$ cat src/rtl/imm_pkg.sv
// Shared types for the decode-stage immediate generator: format select encoding and
// shift-amount width per XLEN.
package imm_pkg;

  typedef enum logic [2:0] {
    IMM_I   = 3'b000,
    IMM_S   = 3'b001,
    IMM_B   = 3'b010,
    IMM_J   = 3'b011,
    IMM_U   = 3'b100,
    IMM_Z   = 3'b101,
    IMM_SH  = 3'b110,
    IMM_RSV = 3'b111
  } imm_sel_e;

  function automatic int unsigned shamt_w(input int unsigned xlen);
    return (xlen == 64) ? 6 : 5;
  endfunction

endpackage

$ cat src/rtl/imm_decode.sv
// Combinational immediate extraction for every RV base format plus zimm and shamt.
// IMM_GEN_ERR_EN adds o_err flagging reserved selects and out-of-range RV32 shamts.
import imm_pkg::*;

module imm_decode #(
  parameter int unsigned XLEN = 32
) (
  input  logic [31:0]     i_instr,
  input  logic [2:0]      i_sel,
  output logic [XLEN-1:0] o_imm
`ifdef IMM_GEN_ERR_EN
  ,
  output logic            o_err
`endif
);

  localparam int unsigned ShW = shamt_w(XLEN);

  if (XLEN != 32 && XLEN != 64) begin : g_bad_xlen
    $error("imm_decode: XLEN must be 32 or 64");
  end

  imm_sel_e w_sel;
  logic     w_s;
  logic     w_unused_opcode;

  assign w_sel           = imm_sel_e'(i_sel);
  assign w_s             = i_instr[31];
  assign w_unused_opcode = ^i_instr[6:0];

  always_comb begin
    o_imm = '0;
    case (w_sel)
      IMM_I:   o_imm = {{(XLEN-11){w_s}}, i_instr[30:20]};
      IMM_S:   o_imm = {{(XLEN-11){w_s}}, i_instr[30:25], i_instr[11:7]};
      IMM_B:   o_imm = {{(XLEN-12){w_s}}, i_instr[7], i_instr[30:25], i_instr[11:8], 1'b0};
      IMM_J:   o_imm = {{(XLEN-20){w_s}}, i_instr[19:12], i_instr[20], i_instr[30:21], 1'b0};
      IMM_U:   o_imm = {{(XLEN-31){w_s}}, i_instr[30:12], 12'b0};
      IMM_Z:   o_imm = {{(XLEN-5){1'b0}}, i_instr[19:15]};
      IMM_SH:  o_imm = {{(XLEN-ShW){1'b0}}, i_instr[20+ShW-1:20]};
      default: o_imm = '0;
    endcase
  end

`ifdef IMM_GEN_ERR_EN
  // RV32 shamt is 5 bits, so a set i[25] is an illegal shift encoding there.
  assign o_err = (w_sel == IMM_RSV) || ((w_sel == IMM_SH) && (XLEN == 32) && i_instr[25]);
`endif

endmodule

$ cat src/rtl/imm_gen_stage.sv
// Registered immediate generator with a main (M) and skid (K) register on a valid/ready
// handshake; define IMM_GEN_ERR_EN to carry an out_err flag with each entry.
import imm_pkg::*;

module imm_gen_stage #(
  parameter int unsigned XLEN  = 32,
  parameter int unsigned TAG_W = 5
) (
  input  logic             clock,
  input  logic             reset,
  input  logic             flush,
  input  logic             in_valid,
  output logic             in_ready,
  input  logic [31:0]      in_instr,
  input  logic [2:0]       in_sel,
  input  logic [TAG_W-1:0] in_tag,
  output logic             out_valid,
  input  logic             out_ready,
  output logic [XLEN-1:0]  out_imm,
  output logic [TAG_W-1:0] out_tag
`ifdef IMM_GEN_ERR_EN
  ,
  output logic             out_err
`endif
);

  typedef struct packed {
    logic [XLEN-1:0]  imm;
    logic [TAG_W-1:0] tag;
`ifdef IMM_GEN_ERR_EN
    logic             err;
`endif
  } payload_t;

  payload_t        r_m, r_k, w_m_next, w_k_next, w_new;
  logic            r_m_valid, r_k_valid, w_m_valid_next, w_k_valid_next;
  logic            w_accept, w_drain;
  logic [XLEN-1:0] w_imm;
`ifdef IMM_GEN_ERR_EN
  logic            w_err;
`endif

  imm_decode #(
    .XLEN (XLEN)
  ) u_decode (
    .i_instr (in_instr),
    .i_sel   (in_sel),
    .o_imm   (w_imm)
`ifdef IMM_GEN_ERR_EN
    ,
    .o_err   (w_err)
`endif
  );

  always_comb begin
    w_new     = '0;
    w_new.imm = w_imm;
    w_new.tag = in_tag;
`ifdef IMM_GEN_ERR_EN
    w_new.err = w_err;
`endif
  end

  assign w_accept = in_valid && !r_k_valid;
  assign w_drain  = r_m_valid && out_ready;

  always_comb begin
    w_m_next       = r_m;
    w_k_next       = r_k;
    w_m_valid_next = r_m_valid;
    w_k_valid_next = r_k_valid;
    if (flush) begin
      w_m_valid_next = 1'b0;
      w_k_valid_next = 1'b0;
    end else if (w_drain) begin
      if (r_k_valid) begin
        w_m_next       = r_k;
        w_m_valid_next = 1'b1;
        w_k_valid_next = w_accept;
        if (w_accept) w_k_next = w_new;
      end else if (w_accept) begin
        w_m_next = w_new;
      end else begin
        w_m_valid_next = 1'b0;
      end
    end else if (w_accept) begin
      // K only fills while M is stalled, so M always holds the oldest entry.
      if (!r_m_valid) begin
        w_m_next       = w_new;
        w_m_valid_next = 1'b1;
      end else begin
        w_k_next       = w_new;
        w_k_valid_next = 1'b1;
      end
    end
  end

  always_ff @(posedge clock or posedge reset) begin
    if (reset) begin
      r_m       <= '0;
      r_k       <= '0;
      r_m_valid <= 1'b0;
      r_k_valid <= 1'b0;
    end else begin
      r_m       <= w_m_next;
      r_k       <= w_k_next;
      r_m_valid <= w_m_valid_next;
      r_k_valid <= w_k_valid_next;
    end
  end

  assign in_ready  = !r_k_valid;
  assign out_valid = r_m_valid;
  assign out_imm   = r_m.imm;
  assign out_tag   = r_m.tag;
`ifdef IMM_GEN_ERR_EN
  assign out_err   = r_m.err;
`endif

endmodule

$ cat config.mk
export PLATFORM = sky130hd
export DESIGN_NAME = imm_gen_stage
export DESIGN_NICKNAME = d
export VERILOG_FILES = /design/src/rtl/imm_pkg.sv /design/src/rtl/imm_decode.sv /design/src/rtl/imm_gen_stage.sv
export SDC_FILE = /design/constraint.sdc
export NUM_CORES = 1
export LEC_CHECK = 0
export BUFFER_PORTS_ARGS = -buffer_cell sky130_fd_sc_hd__buf_2
export CORE_ASPECT_RATIO = 2
export CORE_UTILIZATION = 55
export DETAILED_ROUTE_END_ITERATION = 8
export PLACE_DENSITY = 0.8
export REMOVE_ABC_BUFFERS = 1
export SYNTH_ARGS = -nofsm -noshare
export SYNTH_HDL_FRONTEND = slang
export SYNTH_HIERARCHICAL = 1
export SYNTH_SLANG_ARGS = --single-unit
$ cat constraint.sdc
create_clock -name clock -period 2.3 [get_ports clock]
set_input_delay 0 -clock clock [delete_from_list [all_inputs] [get_ports clock]]
set_output_delay 0 -clock clock [all_outputs]
set_load 0.03 [all_outputs]
==> reports/summary.json, run 1 <==
{
  "status": {"value": "completed"},
  "synth.mux.area_fraction": {"value": 35.0, "unit": "%"},
  "synth.yosys.seq_area_share": {"value": 48.3, "unit": "%"},
  "drive_above_1_share": {"value": 58.0, "unit": "%"},
  "worstSkewPairLatency": {"value": 0.33, "unit": "ns"},
  "critical_path.most_common_cell": {"value": "sky130_fd_sc_hd__mux2_2"},
  "drt_iter0_markers": {"value": 95},
  "max_slew_margin": {"value": 38.1, "unit": "%"},
  "drv_slew": {"value": 0},
  "grtUsageTotal": {"value": 24.4, "unit": "%"},
  "cp_top_family": {"value": "multiplexers"},
  "critPathBufInv": {"value": 1},
  "vias_per_std_cell": {"value": 5.56},
  "critical_path.startpoint_type": {"value": "flop"},
  "place_inst": {"value": 442},
  "io_pins": {"value": 84},
  "yosys.area_share.xor_xnor": {"value": 0.699, "unit": "%"},
  "chip_width": {"value": 61.9, "unit": "µm"},
  "synth-compound-area-share": {"value": 8.07, "unit": "%"},
  "critPathKind": {"value": "flop to flop"},
  "synthDistinctLibCells": {"value": 31},
  "clockBufferDepth": {"value": 2},
  "post-synth-top-area-fraction": {"value": 48.3, "unit": "%"},
  "cts.sinks": {"value": 76},
  "avgRoutedWirePerCell": {"value": 17.3, "unit": "µm"},
  "finalWirelength": {"value": 8060, "unit": "µm"},
  "final_net_count": {"value": 417},
  "pwr_density_cell": {"value": 933, "unit": "mW/mm²"},
  "maxCapViolations": {"value": 0},
  "antenna_left": {"value": 0},
  "gp_congestion": {"value": 0.798},
  "postSynth.topFlopCell": {"value": "sky130_fd_sc_hd__dfrtp_1"},
  "vdd_ir_drop_max": {"value": 0.850, "unit": "mV"},
  "synth-edff-count": {"value": 0},
  "synth.ff_latch_count": {"value": 76},
  "worst-endpoint-arrival": {"value": 2.03, "unit": "ns"},
  "synth_fa_ha_area_share": {"value": 0, "unit": "%"},
  "synth_top_cells_by_area": {"value": "sky130_fd_sc_hd__dfrtp_1, sky130_fd_sc_hd__mux2_2, sky130_fd_sc_hd__mux2_4"},
  "pin_count_of_the_biggest_net_entering_global_routing": {"value": 43},
  "vias": {"value": 2590},
  "clock_skew": {"value": 0.00647, "unit": "ns"},
  "die_h": {"value": 122, "unit": "µm"},
  "power.static_leakage": {"value": 2.37, "unit": "nW"},
  "final_cell_area": {"value": 0.00483, "unit": "mm²"},
  "drc_markers": {"value": 0},
  "num_rows": {"value": 43},
  "timing.critical_path.slowest_cell_delay": {"value": 0.50, "unit": "ns"},
  "worst_ep_required_time": {"value": 2.51, "unit": "ns"},
  "cpMaxStageDelayCell": {"value": "sky130_fd_sc_hd__dfrtp_1"},
  "detailedRoute.firstPassIterationCount": {"value": 4},
  "timing.critical_path.fanout_max": {"value": 10},
  "endpoint_kind": {"value": "flop"},
  "cts-hold-fix-buffers": {"value": 9},
  "clk_pin_slew_worst_paths": {"value": 0.06, "unit": "ns"},
  "synth-warning-count": {"value": 6},
  "setup-violations-final": {"value": 0},
  "tritoncts": {"value": "done"},
  "synth_area_leader_cell": {"value": "sky130_fd_sc_hd__dfrtp_1"},
  "post-route-period-util": {"value": 78.9, "unit": "%"},
  "design.die.area": {"value": 0.00753, "unit": "mm²"},
  "total_power": {"value": 4.51, "unit": "mW"},
  "final_cell_count_no_fill": {"value": 466},
  "starting_density_of_the_core": {"value": 56.8, "unit": "%"},
  "diodes": {"value": 0},
  "whs": {"value": 0.0274, "unit": "ns"},
  "htree_num_levels": {"value": 3},
  "synth-async-reset-ratio": {"value": 100, "unit": "%"},
  "hold_viol": {"value": 0},
  "dpl.hpwl": {"value": 5300, "unit": "µm"},
  "placed_cell_area": {"value": 0.00439, "unit": "mm²"},
  "nFillCells": {"value": 503},
  "finalWorstPathRequiredPeriod": {"value": 1.81, "unit": "ns"},
  "fmaxAchievable": {"value": 551, "unit": "MHz"},
  "min-delay-path-class": {"value": "primary input to flop"},
  "rsz0062_at_grt": {"value": "no"},
  "synth_simple_gate_area_share": {"value": 3.81, "unit": "%"},
  "grt_first_pass_wirelength": {"value": 13100, "unit": "µm"},
  "mean_syn_cell_area": {"value": 13.5, "unit": "µm²"},
  "synthesis.area": {"value": 0.00394, "unit": "mm²"},
  "cts-buffers-inserted": {"value": 9},
  "via_count_of_the_first_global_routing_pass": {"value": 2711},
  "critical_path.cell_chain": {"value": "nand3_2 -> buf_4 -> mux2_2 -> mux2_2"},
  "antenna_found_initial": {"value": 0},
  "seq_area": {"value": 0.00190, "unit": "mm²"},
  "grt_remaining_overflow": {"value": 0},
  "post_synth_inst_count": {"value": 291},
  "core_area": {"value": 0.00694, "unit": "mm²"},
  "clock-root-buffer": {"value": "sky130_fd_sc_hd__clkbuf_16"},
  "ctsResizeCount": {"value": 0},
  "synth_top_family_by_area": {"value": "multiplexers"},
  "worst_slew_pin_slew": {"value": 0.924, "unit": "ns"},
  "area_delta_synth_final": {"value": 22.7, "unit": "%"},
  "multi_input_area": {"value": 0.00188, "unit": "mm²"},
  "io_buffer_count": {"value": 76},
  "cts.repair_timing.setup_buffer_count": {"value": 0}
}
## final cells by class
| class | instances | area share, % |
|---|---|---|
| well taps | 90 | 2.33 |
| flip-flops and latches | 76 | 39.3 |
| repair buffers | 92 | 11.9 |
| clock buffers | 10 | 4.74 |
| clock inverters | 5 | 2.59 |
| inverters | 3 | 0.259 |
| multi-input cells | 190 | 38.9 |
## logic make-up after synthesis
logic type | Yosys count
buffers and inverters | 25
muxes | 121
AOI/OAI and AO/OA | 47
and+or+nand+nor | 21
xor gates and xnor gates | 1
DFF | 76
## cells in the final DEF, fill, tap and decap left out, drive strengths merged, types with 2 or more instances in the layout
cell type / count
mux2: 112
a21o: 12
clkinv: 2
a22oi: 4
nand2: 2
a22o: 2
nor2b: 9
and2: 2
and2b: 2
bufinv: 4
mux2i: 9
dfrtp: 76
clkbuf: 10
o21ai: 2
buf: 83
dlygate4sd3: 9
a21oi: 17
o22ai: 7
inv: 2
## registers in the layout (all words and copies together) (netlist names)
| signal | count |
|---|---|
| r_k | 37 |
| out_imm | 32 |
| out_tag | 5 |
| out_valid | 1 |
| r_k_valid | 1 |
## where the power goes
part / leakage (nW) / switching [mW] / total [mW] / internal [mW]
combinational: 1.23 / 0.572 / 1.04 / 0.471
clock: 0.173 / 0.526 / 1.69 / 1.16
sequential: 0.968 / 0.145 / 1.78 / 1.63
## Yosys cell counts (3+ instances only)
cell type	instances
sky130_fd_sc_hd__mux2i_1	9
sky130_fd_sc_hd__buf_4	6
sky130_fd_sc_hd__a22oi_1	4
sky130_fd_sc_hd__inv_1	3
sky130_fd_sc_hd__mux2_2	105
sky130_fd_sc_hd__dfrtp_1	76
sky130_fd_sc_hd__nor2b_1	7
sky130_fd_sc_hd__buf_2	8
sky130_fd_sc_hd__a21oi_1	17
sky130_fd_sc_hd__a21o_1	12
sky130_fd_sc_hd__buf_6	5
sky130_fd_sc_hd__mux2_4	7
sky130_fd_sc_hd__o22ai_1	7
## layer usage
layer | vias up | part of all wire [%] | track usage [%]
met5 | - | 0 | 0
met3 | 13 | 3.3 | 4.99
met4 | 0 | 2.3 | 13.5
met2 | 57 | 54 | 40.3
met1 | 1299 | 40 | 28.3
li1 | 1221 | - | -
## tightest hold or removal path, delay by kind of cell
kind	cells	cell delay (ns)
compound gates	1	0.11
mux	1	0.14
buf+inv	1	0.08
## stage by stage
step / setup WS, ns / utilization (%) / TNS, ns
after global routing: 0.362 / 69.6 / 0
final: 0.485 / 69.6 / 0
after floorplan: -2.91 / - / -115.44
after global placement: 0.531 / 63.2 / 0
after detailed placement: 0.490 / 63.2 / 0
after CTS: 0.456 / 69.6 / 0
## final timing paths
path / startpoint / end / cells past startpoint / slack [ns]
max in group asynchronous: reset / out_tag[4]$_DFFE_PP0P_ / 4 / 1.41
max: out_valid$_DFFE_PP0P_ / out_imm[26]$_DFFE_PP0P_ / 4 / 0.49
max reg2reg: out_valid$_DFFE_PP0P_ / out_imm[26]$_DFFE_PP0P_ / 4 / 0.49
min in group asynchronous: reset / out_imm[5]$_DFFE_PP0P_ / 3 / 0.27
min reg2reg: out_imm[31]$_DFFE_PP0P_ / out_imm[31]$_DFFE_PP0P_ / 1 / 0.50
min: in_instr[27] / r_k[32]$_DFFE_PP0P_ / 3 / 0.03
No activity file was read; power rests on OpenSTA's default activity.
==> run 2: changes to the inputs <==
ABC_AREA = 1   (was default)
CORE_UTILIZATION = 49   (was 55)
PLACE_DENSITY = 0.76   (was 0.8)
clock period = 1.55 ns   (was 2.3 ns; I/O delays follow)
==> run 2 against run 1 <==
Compared with the run above:
- critical path depth is 4 higher
- maximum frequency rose by 24%
- sequential share of layout area fell by 0.52 points
- power increased by 43%
- clock power grew 25%
- combinational power grew 56%
- cell count increased by 60%
- first-iteration DRC count rose to 2.9 times the previous value
- final area increased by 1.3%
- via count up 43%
- register-to-register slack worse by 0.40 ns
- hold slack better by 0.0099 ns
- largest power group unchanged
==> reports/summary.json, run 2 <==
{
  "dpl.hpwl": {"value": 6360, "unit": "µm"},
  "chip_width": {"value": 65.8, "unit": "µm"},
  "hold_viol": {"value": 0},
  "antenna_left": {"value": 0},
  "die_h": {"value": 130, "unit": "µm"},
  "gp_congestion": {"value": 0.840},
  "final_cell_area": {"value": 0.00490, "unit": "mm²"},
  "post_synth_inst_count": {"value": 561},
  "status": {"value": "completed"},
  "io_buffer_count": {"value": 76},
  "detailedPlace.worstSlack": {"value": -0.0488, "unit": "ns"},
  "pin_count_of_the_biggest_net_entering_global_routing": {"value": 75},
  "rsz0062_at_grt": {"value": "no"},
  "power.static_leakage": {"value": 2.84, "unit": "nW"},
  "core_area": {"value": 0.00789, "unit": "mm²"},
  "nFillCells": {"value": 708},
  "via_count_of_the_first_global_routing_pass": {"value": 3576},
  "power.switching": {"value": 2.13, "unit": "mW"},
  "drt_iter0_markers": {"value": 272},
  "totalNegativeSetupSlack": {"value": 0, "unit": "ns"},
  "cts.sinks": {"value": 76},
  "synth-warning-count": {"value": 6},
  "worst_slew_pin_slew": {"value": 0.543, "unit": "ns"},
  "seq_power_share": {"value": 42.0, "unit": "%"},
  "maxCapViolations": {"value": 0},
  "drive_above_1_share": {"value": 19.3, "unit": "%"},
  "most-common-layout-cells": {"value": "sky130_fd_sc_hd__nand2_1, sky130_fd_sc_hd__buf_2, sky130_fd_sc_hd__dfrtp_1, sky130_fd_sc_hd__inv_1, sky130_fd_sc_hd__o21ai_1"},
  "finalWirelength": {"value": 10100, "unit": "µm"},
  "hp-start": {"value": "in_instr[28]"},
  "critical_path.startpoint_type": {"value": "flop"},
  "synth-async-reset-ratio": {"value": 100, "unit": "%"},
  "synthDistinctLibCells": {"value": 23},
  "grt_first_pass_wirelength": {"value": 16600, "unit": "µm"},
  "io_pins": {"value": 84},
  "drv_slew": {"value": 0},
  "cts-buffers-inserted": {"value": 9},
  "detailedRoute.firstPassIterationCount": {"value": 4},
  "area_delta_synth_final": {"value": 22.9, "unit": "%"},
  "startpoint": {"value": "out_valid$_DFFE_PP0P_"},
  "synthesis.area": {"value": 0.00399, "unit": "mm²"},
  "tritoncts": {"value": "done"},
  "clock-root-buffer": {"value": "sky130_fd_sc_hd__clkbuf_16"},
  "clock_skew": {"value": 0.00511, "unit": "ns"},
  "design.die.area": {"value": 0.00852, "unit": "mm²"},
  "synth.ff_latch_count": {"value": 76},
  "starting_density_of_the_core": {"value": 50.5, "unit": "%"},
  "post-synth-top-area-fraction": {"value": 47.7, "unit": "%"},
  "timing.critical_path.fanout_max": {"value": 19},
  "synth_top_cells_by_area": {"value": "sky130_fd_sc_hd__dfrtp_1, sky130_fd_sc_hd__nand2_1, sky130_fd_sc_hd__inv_1"},
  "final_cell_count_no_fill": {"value": 745},
  "htree_num_levels": {"value": 3},
  "critPathKind": {"value": "flop to flop"},
  "vdd_ir_drop_max": {"value": 0.681, "unit": "mV"},
  "seq_area": {"value": 0.00190, "unit": "mm²"},
  "worst_case_setup_margin_in_the_final_layout": {"value": 0.0807, "unit": "ns"},
  "diodes": {"value": 0},
  "register_with_the_most_flip_flops": {"value": "r_k"},
  "max_slew_margin": {"value": 63.7, "unit": "%"},
  "postSynth.topFlopCell": {"value": "sky130_fd_sc_hd__dfrtp_1"},
  "num_rows": {"value": 46},
  "synth.yosys.seq_area_share": {"value": 47.7, "unit": "%"},
  "worst_ep_required_time": {"value": 1.82, "unit": "ns"},
  "avgRoutedWirePerCell": {"value": 13.5, "unit": "µm"},
  "largest_register_ff_count": {"value": 37},
  "clockBufferDepth": {"value": 2},
  "vias": {"value": 3697},
  "placed_cell_area": {"value": 0.00445, "unit": "mm²"},
  "mean_syn_cell_area": {"value": 7.10, "unit": "µm²"},
  "p_comb_share": {"value": 25.2, "unit": "%"},
  "fmaxAchievable": {"value": 681, "unit": "MHz"},
  "switching_share": {"value": 33.1, "unit": "%"},
  "drc_markers": {"value": 0},
  "finalWorstPathRequiredPeriod": {"value": 1.47, "unit": "ns"},
  "grtUsageTotal": {"value": 25.8, "unit": "%"},
  "multi_input_area": {"value": 0.00171, "unit": "mm²"},
  "worstSkewPairLatency": {"value": 0.33, "unit": "ns"},
  "place_inst": {"value": 716},
  "final_net_count": {"value": 689},
  "min-delay-path-class": {"value": "primary input to flop"},
  "layout.cells.most_common": {"value": "sky130_fd_sc_hd__nand2_1"},
  "p_int": {"value": 4.31, "unit": "mW"},
  "synth_commonest_cells": {"value": "sky130_fd_sc_hd__nand2_1, sky130_fd_sc_hd__dfrtp_1, sky130_fd_sc_hd__inv_1"},
  "share_clk_of_total_power": {"value": 32.8, "unit": "%"},
  "worst-endpoint-arrival": {"value": 1.74, "unit": "ns"},
  "endpoint_kind": {"value": "flop"},
  "crit-reg2reg-launch": {"value": "out_valid$_DFFE_PP0P_"},
  "synth-edff-count": {"value": 0},
  "vias_per_std_cell": {"value": 4.96},
  "grt_remaining_overflow": {"value": 0},
  "setup-violations-final": {"value": 0},
  "post-route-period-util": {"value": 94.8, "unit": "%"},
  "clk_pin_slew_worst_paths": {"value": 0.06, "unit": "ns"},
  "antenna_found_initial": {"value": 0},
  "pwr_density_cell": {"value": 1310, "unit": "mW/mm²"},
  "yosysMostFrequentCell": {"value": "sky130_fd_sc_hd__nand2_1"},
  "synth_area_leader_cell": {"value": "sky130_fd_sc_hd__dfrtp_1"}
}
[run 2: repair_timing]
item / CTS / global route
endpoints found under the setup margin: 34 / 30
gates cloned: 2 / 0
buffers inserted: 4 / 0
pin swaps: 3 / 0
hold buffers: 7 / 0
gates resized for setup: 1 / 2
hold endpoints to repair: 61 / 0
[run 2: per-stage QoR]
stage	utilization [%]	hold slack (ns)	total power [mW]
after floorplan	-	0.0965	3.77
after global placement	56.4	-0.00745	4.24
after detailed placement	56.4	-0.00242	4.31
after CTS	62.0	0.0229	6.49
after global routing	62.1	0.0388	6.80
final	62.1	0.0373	6.44
[run 2: per-layer routing]
| layer | wire length [µm] | part of all wire [%] | track usage, % | vias to the layer above |
|---|---|---|---|---|
| met4 | 321 | 3.2 | 14.1 | 0 |
| met3 | 548 | 5.5 | 4.49 | 26 |
| li1 | - | - | - | 1875 |
| met5 | 0 | 0 | 0 | - |
| met1 | 4070 | 40 | 31.0 | 1662 |
| met2 | 5110 | 51 | 42.7 | 134 |
[run 2: final cells by class]
type / count / area share (%)
Sequential cell: 76 / 38.8
Clock buffer: 12 / 5.24
Tap cell: 96 / 2.45
Multi-Input combinational cell: 396 / 35.0
Clock inverter: 4 / 0.971
Timing Repair Buffer: 97 / 12.6
Inverter: 64 / 4.93
[run 2: power groups by stage]
stage	clock (mW)	combinational, mW	sequential, mW
after floorplan	0	0.634	3.14
after global placement	0	1.53	2.71
after detailed placement	0	1.58	2.73
after CTS	2.15	1.63	2.70
after global routing	2.23	1.80	2.76
final	2.11	1.62	2.71
[run 2: cells by family after synthesis]
group                  Yosys count  share of synthesized area, %
buffers and inverters           91                          10.2
AOI/OAI and AO/OA               56                          7.41
and+or+nand+nor                338                          34.7
DFF                             76                          47.7
[run 2: critical path, cell delays in order (launching register included)]
cell	delay, ns
sky130_fd_sc_hd__dfrtp_1	0.40
sky130_fd_sc_hd__nand2_2	0.14
sky130_fd_sc_hd__buf_4	0.17
sky130_fd_sc_hd__nand2_2	0.14
sky130_fd_sc_hd__nand2_4	0.12
sky130_fd_sc_hd__nor2_8	0.13
sky130_fd_sc_hd__buf_12	0.16
sky130_fd_sc_hd__nand2_1	0.07
sky130_fd_sc_hd__nand2_1	0.06
[run 2: path summary, 6_finish.rpt]
path,endpoint,slack (ns),cells past startpoint
min reg2reg,out_imm[27]$_DFFE_PP0P_,0.47,2
max in group asynchronous,r_k[27]$_DFFE_PP0P_,0.80,4
max reg2reg,out_imm[21]$_DFFE_PP0P_,0.08,8
max,out_imm[21]$_DFFE_PP0P_,0.08,8
min,r_k[13]$_DFFE_PP0P_,0.04,5
min in group asynchronous,out_imm[14]$_DFFE_PP0P_,0.19,3
==> run 3: changes to the inputs <==
ABC_AREA = default   (was 1)
==> run 3 against run 2 <==
Compared with the run above:
- worst setup slack lost 0.16 ns
- the run now ends with setup timing left
- power up 3.2%
- highest routed layer unchanged
- critical path type unchanged
- first-iteration DRC count shrank 60%
- via count is 25% lower
- critical endpoint is now out_tag[1]$_DFFE_PP0P_
- largest power group unchanged
- clock-buffer cell count fell by 1
- flip-flop and latch count stayed put
- maximum frequency fell by 9.8%
==> reports/summary.json, run 3 (synthesis gave the netlist of run 1 again) <==
{
  "max_slew_margin": {"value": 36.9, "unit": "%"},
  "p_comb_share": {"value": 26.3, "unit": "%"},
  "place_inst": {"value": 457},
  "gp_congestion": {"value": 0.804},
  "num_rows": {"value": 45},
  "worst_ep_required_time": {"value": 1.76, "unit": "ns"},
  "post-route-period-util": {"value": 105, "unit": "%"},
  "antenna_left": {"value": 0},
  "critPathKind": {"value": "flop to flop"},
  "starting_density_of_the_core": {"value": 51.1, "unit": "%"},
  "pwr_density_cell": {"value": 1290, "unit": "mW/mm²"},
  "drt_iter0_markers": {"value": 108},
  "status": {"value": "finished with violations"},
  "drc_markers": {"value": 0},
  "clockBufferDepth": {"value": 2},
  "rsz0062_at_grt": {"value": "yes"},
  "finalWorstPathRequiredPeriod": {"value": 1.63, "unit": "ns"},
  "share_clk_of_total_power": {"value": 33.5, "unit": "%"},
  "final_net_count": {"value": 433},
  "hold_depth": {"value": 3},
  "whs": {"value": 0.0400, "unit": "ns"},
  "violations": {"value": "setup timing"},
  "largest_register_ff_count": {"value": 37},
  "total_power": {"value": 6.65, "unit": "mW"},
  "drv_slew": {"value": 0},
  "via_count_of_the_first_global_routing_pass": {"value": 2831},
  "diodes": {"value": 0},
  "cts.sinks": {"value": 76},
  "worst-endpoint-arrival": {"value": 1.84, "unit": "ns"},
  "cts-buffers-inserted": {"value": 9},
  "setup-violations-final": {"value": 74},
  "timing.critical_path.fanout_max": {"value": 24},
  "vias": {"value": 2791},
  "io_pins": {"value": 84},
  "finalWirelength": {"value": 9440, "unit": "µm"},
  "htree_num_levels": {"value": 3},
  "postLayoutCoreUtil": {"value": 67.0, "unit": "%"},
  "tritoncts": {"value": "done"},
  "power.switching": {"value": 1.92, "unit": "mW"},
  "drive_above_1_share": {"value": 60.3, "unit": "%"},
  "min-delay-path-class": {"value": "primary input to flop"},
  "clock_skew": {"value": 0.00611, "unit": "ns"},
  "core_area": {"value": 0.00771, "unit": "mm²"},
  "fmaxAchievable": {"value": 614, "unit": "MHz"},
  "final_cell_count_no_fill": {"value": 487},
  "antenna_found_initial": {"value": 0},
  "grt_first_pass_wirelength": {"value": 14000, "unit": "µm"},
  "grtUsageTotal": {"value": 22.5, "unit": "%"},
  "seq_power_share": {"value": 40.2, "unit": "%"},
  "clock-root-buffer": {"value": "sky130_fd_sc_hd__clkbuf_16"},
  "p_int": {"value": 4.73, "unit": "mW"},
  "maxCapViolations": {"value": 0},
  "vdd_ir_drop_max": {"value": 0.779, "unit": "mV"},
  "vias_per_std_cell": {"value": 5.73},
  "design.die.area": {"value": 0.00842, "unit": "mm²"},
  "critical_path.startpoint_type": {"value": "flop"},
  "endpoint_kind": {"value": "flop"},
  "layout.cells.most_common": {"value": "sky130_fd_sc_hd__buf_2"},
  "hold_viol": {"value": 0},
  "grt_remaining_overflow": {"value": 0},
  "chip_width": {"value": 65.4, "unit": "µm"},
  "register_with_the_most_flip_flops": {"value": "r_k"},
  "detailedPlace.worstSlack": {"value": -0.202, "unit": "ns"},
  "switching_share": {"value": 28.8, "unit": "%"},
  "area_delta_synth_final": {"value": 31.1, "unit": "%"},
  "avgRoutedWirePerCell": {"value": 19.4, "unit": "µm"},
  "power.static_leakage": {"value": 2.55, "unit": "nW"},
  "worst_case_setup_margin_in_the_final_layout": {"value": -0.0791, "unit": "ns"},
  "dpl.hpwl": {"value": 6070, "unit": "µm"},
  "clk_pin_slew_worst_paths": {"value": 0.06, "unit": "ns"},
  "rr_worst_depth": {"value": 4},
  "io_buffer_count": {"value": 76},
  "detailedRoute.firstPassIterationCount": {"value": 4},
  "most-common-layout-cells": {"value": "sky130_fd_sc_hd__buf_2, sky130_fd_sc_hd__dfrtp_1, sky130_fd_sc_hd__mux2_2, sky130_fd_sc_hd__mux2_4, sky130_fd_sc_hd__a21oi_1"},
  "pin_count_of_the_biggest_net_entering_global_routing": {"value": 30},
  "worst_slew_pin_slew": {"value": 0.942, "unit": "ns"},
  "die_h": {"value": 129, "unit": "µm"},
  "worstSkewPairLatency": {"value": 0.33, "unit": "ns"}
}
[run 3: cell count changes in the layout (fill, tap and decap cells not counted), moves of 6 or more]
cell                      delta
sky130_fd_sc_hd__nand2_1   -283
sky130_fd_sc_hd__mux2_2     +68
sky130_fd_sc_hd__inv_1      -59
sky130_fd_sc_hd__mux2_4     +44
sky130_fd_sc_hd__o21ai_1    -27
sky130_fd_sc_hd__o21ai_0    -22
sky130_fd_sc_hd__nor2_1     -19
sky130_fd_sc_hd__a21oi_1    +17
sky130_fd_sc_hd__a21o_1     +12
sky130_fd_sc_hd__nand4_1    -11
sky130_fd_sc_hd__mux2i_1     +9
sky130_fd_sc_hd__nand3_1     -9
sky130_fd_sc_hd__o22ai_1     +7
sky130_fd_sc_hd__nor2b_1     +6
[run 3: final cells by class]
cell class	count	area [µm²]
fillers	542	2550
multi-input cells	190	2030
flip-flops and latches	76	1900
repair buffers	108	786
clock buffers	11	243
well taps	94	118
clock inverters	5	75.1
inverters	3	12.5
[run 3: power by group through the flow]
stage                     Combinational, mW  Sequential [mW]  Clock, mW
after detailed placement               1.57             2.69          0
after CTS                              1.63             2.66       2.27
after global routing                   1.86             2.72       2.34
final                                  1.75             2.67       2.23
after global placement                 1.53             2.66          0
after floorplan                       0.688             3.04          0
[run 3: path summary, 6_finish.rpt]
| kind | start | end | slack, ns |
|---|---|---|---|
| worst max-delay path | r_k_valid$_DFFE_PP0P_ | out_tag[1]$_DFFE_PP0P_ | -0.08 |
| worst min-delay path | in_valid | r_k_valid$_DFFE_PP0P_ | 0.04 |
| worst max register to register | r_k_valid$_DFFE_PP0P_ | out_tag[1]$_DFFE_PP0P_ | -0.08 |
| worst min register to register | out_tag[3]$_DFFE_PP0P_ | out_tag[3]$_DFFE_PP0P_ | 0.50 |
| max in group asynchronous | reset | out_imm[12]$_DFFE_PP0P_ | 0.75 |
| min in group asynchronous | reset | r_k[21]$_DFFE_PP0P_ | 0.24 |
[run 3: worst max-delay path: stages, from the launching register on]
cell	delay [ns]
sky130_fd_sc_hd__dfrtp_1	0.39
sky130_fd_sc_hd__nand2b_4	0.18
sky130_fd_sc_hd__a221oi_4	0.33
sky130_fd_sc_hd__buf_12	0.24
sky130_fd_sc_hd__mux2_2	0.35
[run 3: what timing repair did]
item                                    CTS  global route
pin swaps                                 0             0
endpoints found under the setup margin   74            75
hold buffers                              9             0
buffers inserted                          0             1
gates cloned                              0             4
resized for setup                        12            30
endpoints found under the hold margin    33             0
[run 3: per-layer routing]
metal | share of wire (%) | global-route usage [%]
met1 | 39 | 25.5
met2 | 54 | 39.0
met3 | 4.4 | 4.70
met4 | 2.3 | 11.0
met5 | 0 | 0
[run 3: per-stage QoR]
step	cell area (µm²)	setup TNS (ns)
after floorplan	3790	-200.45
after global placement	4500	-3.48
after detailed placement	4500	-6.57
after CTS	4950	-4.10
after global routing	5170	-7.76
final	5170	-3.70
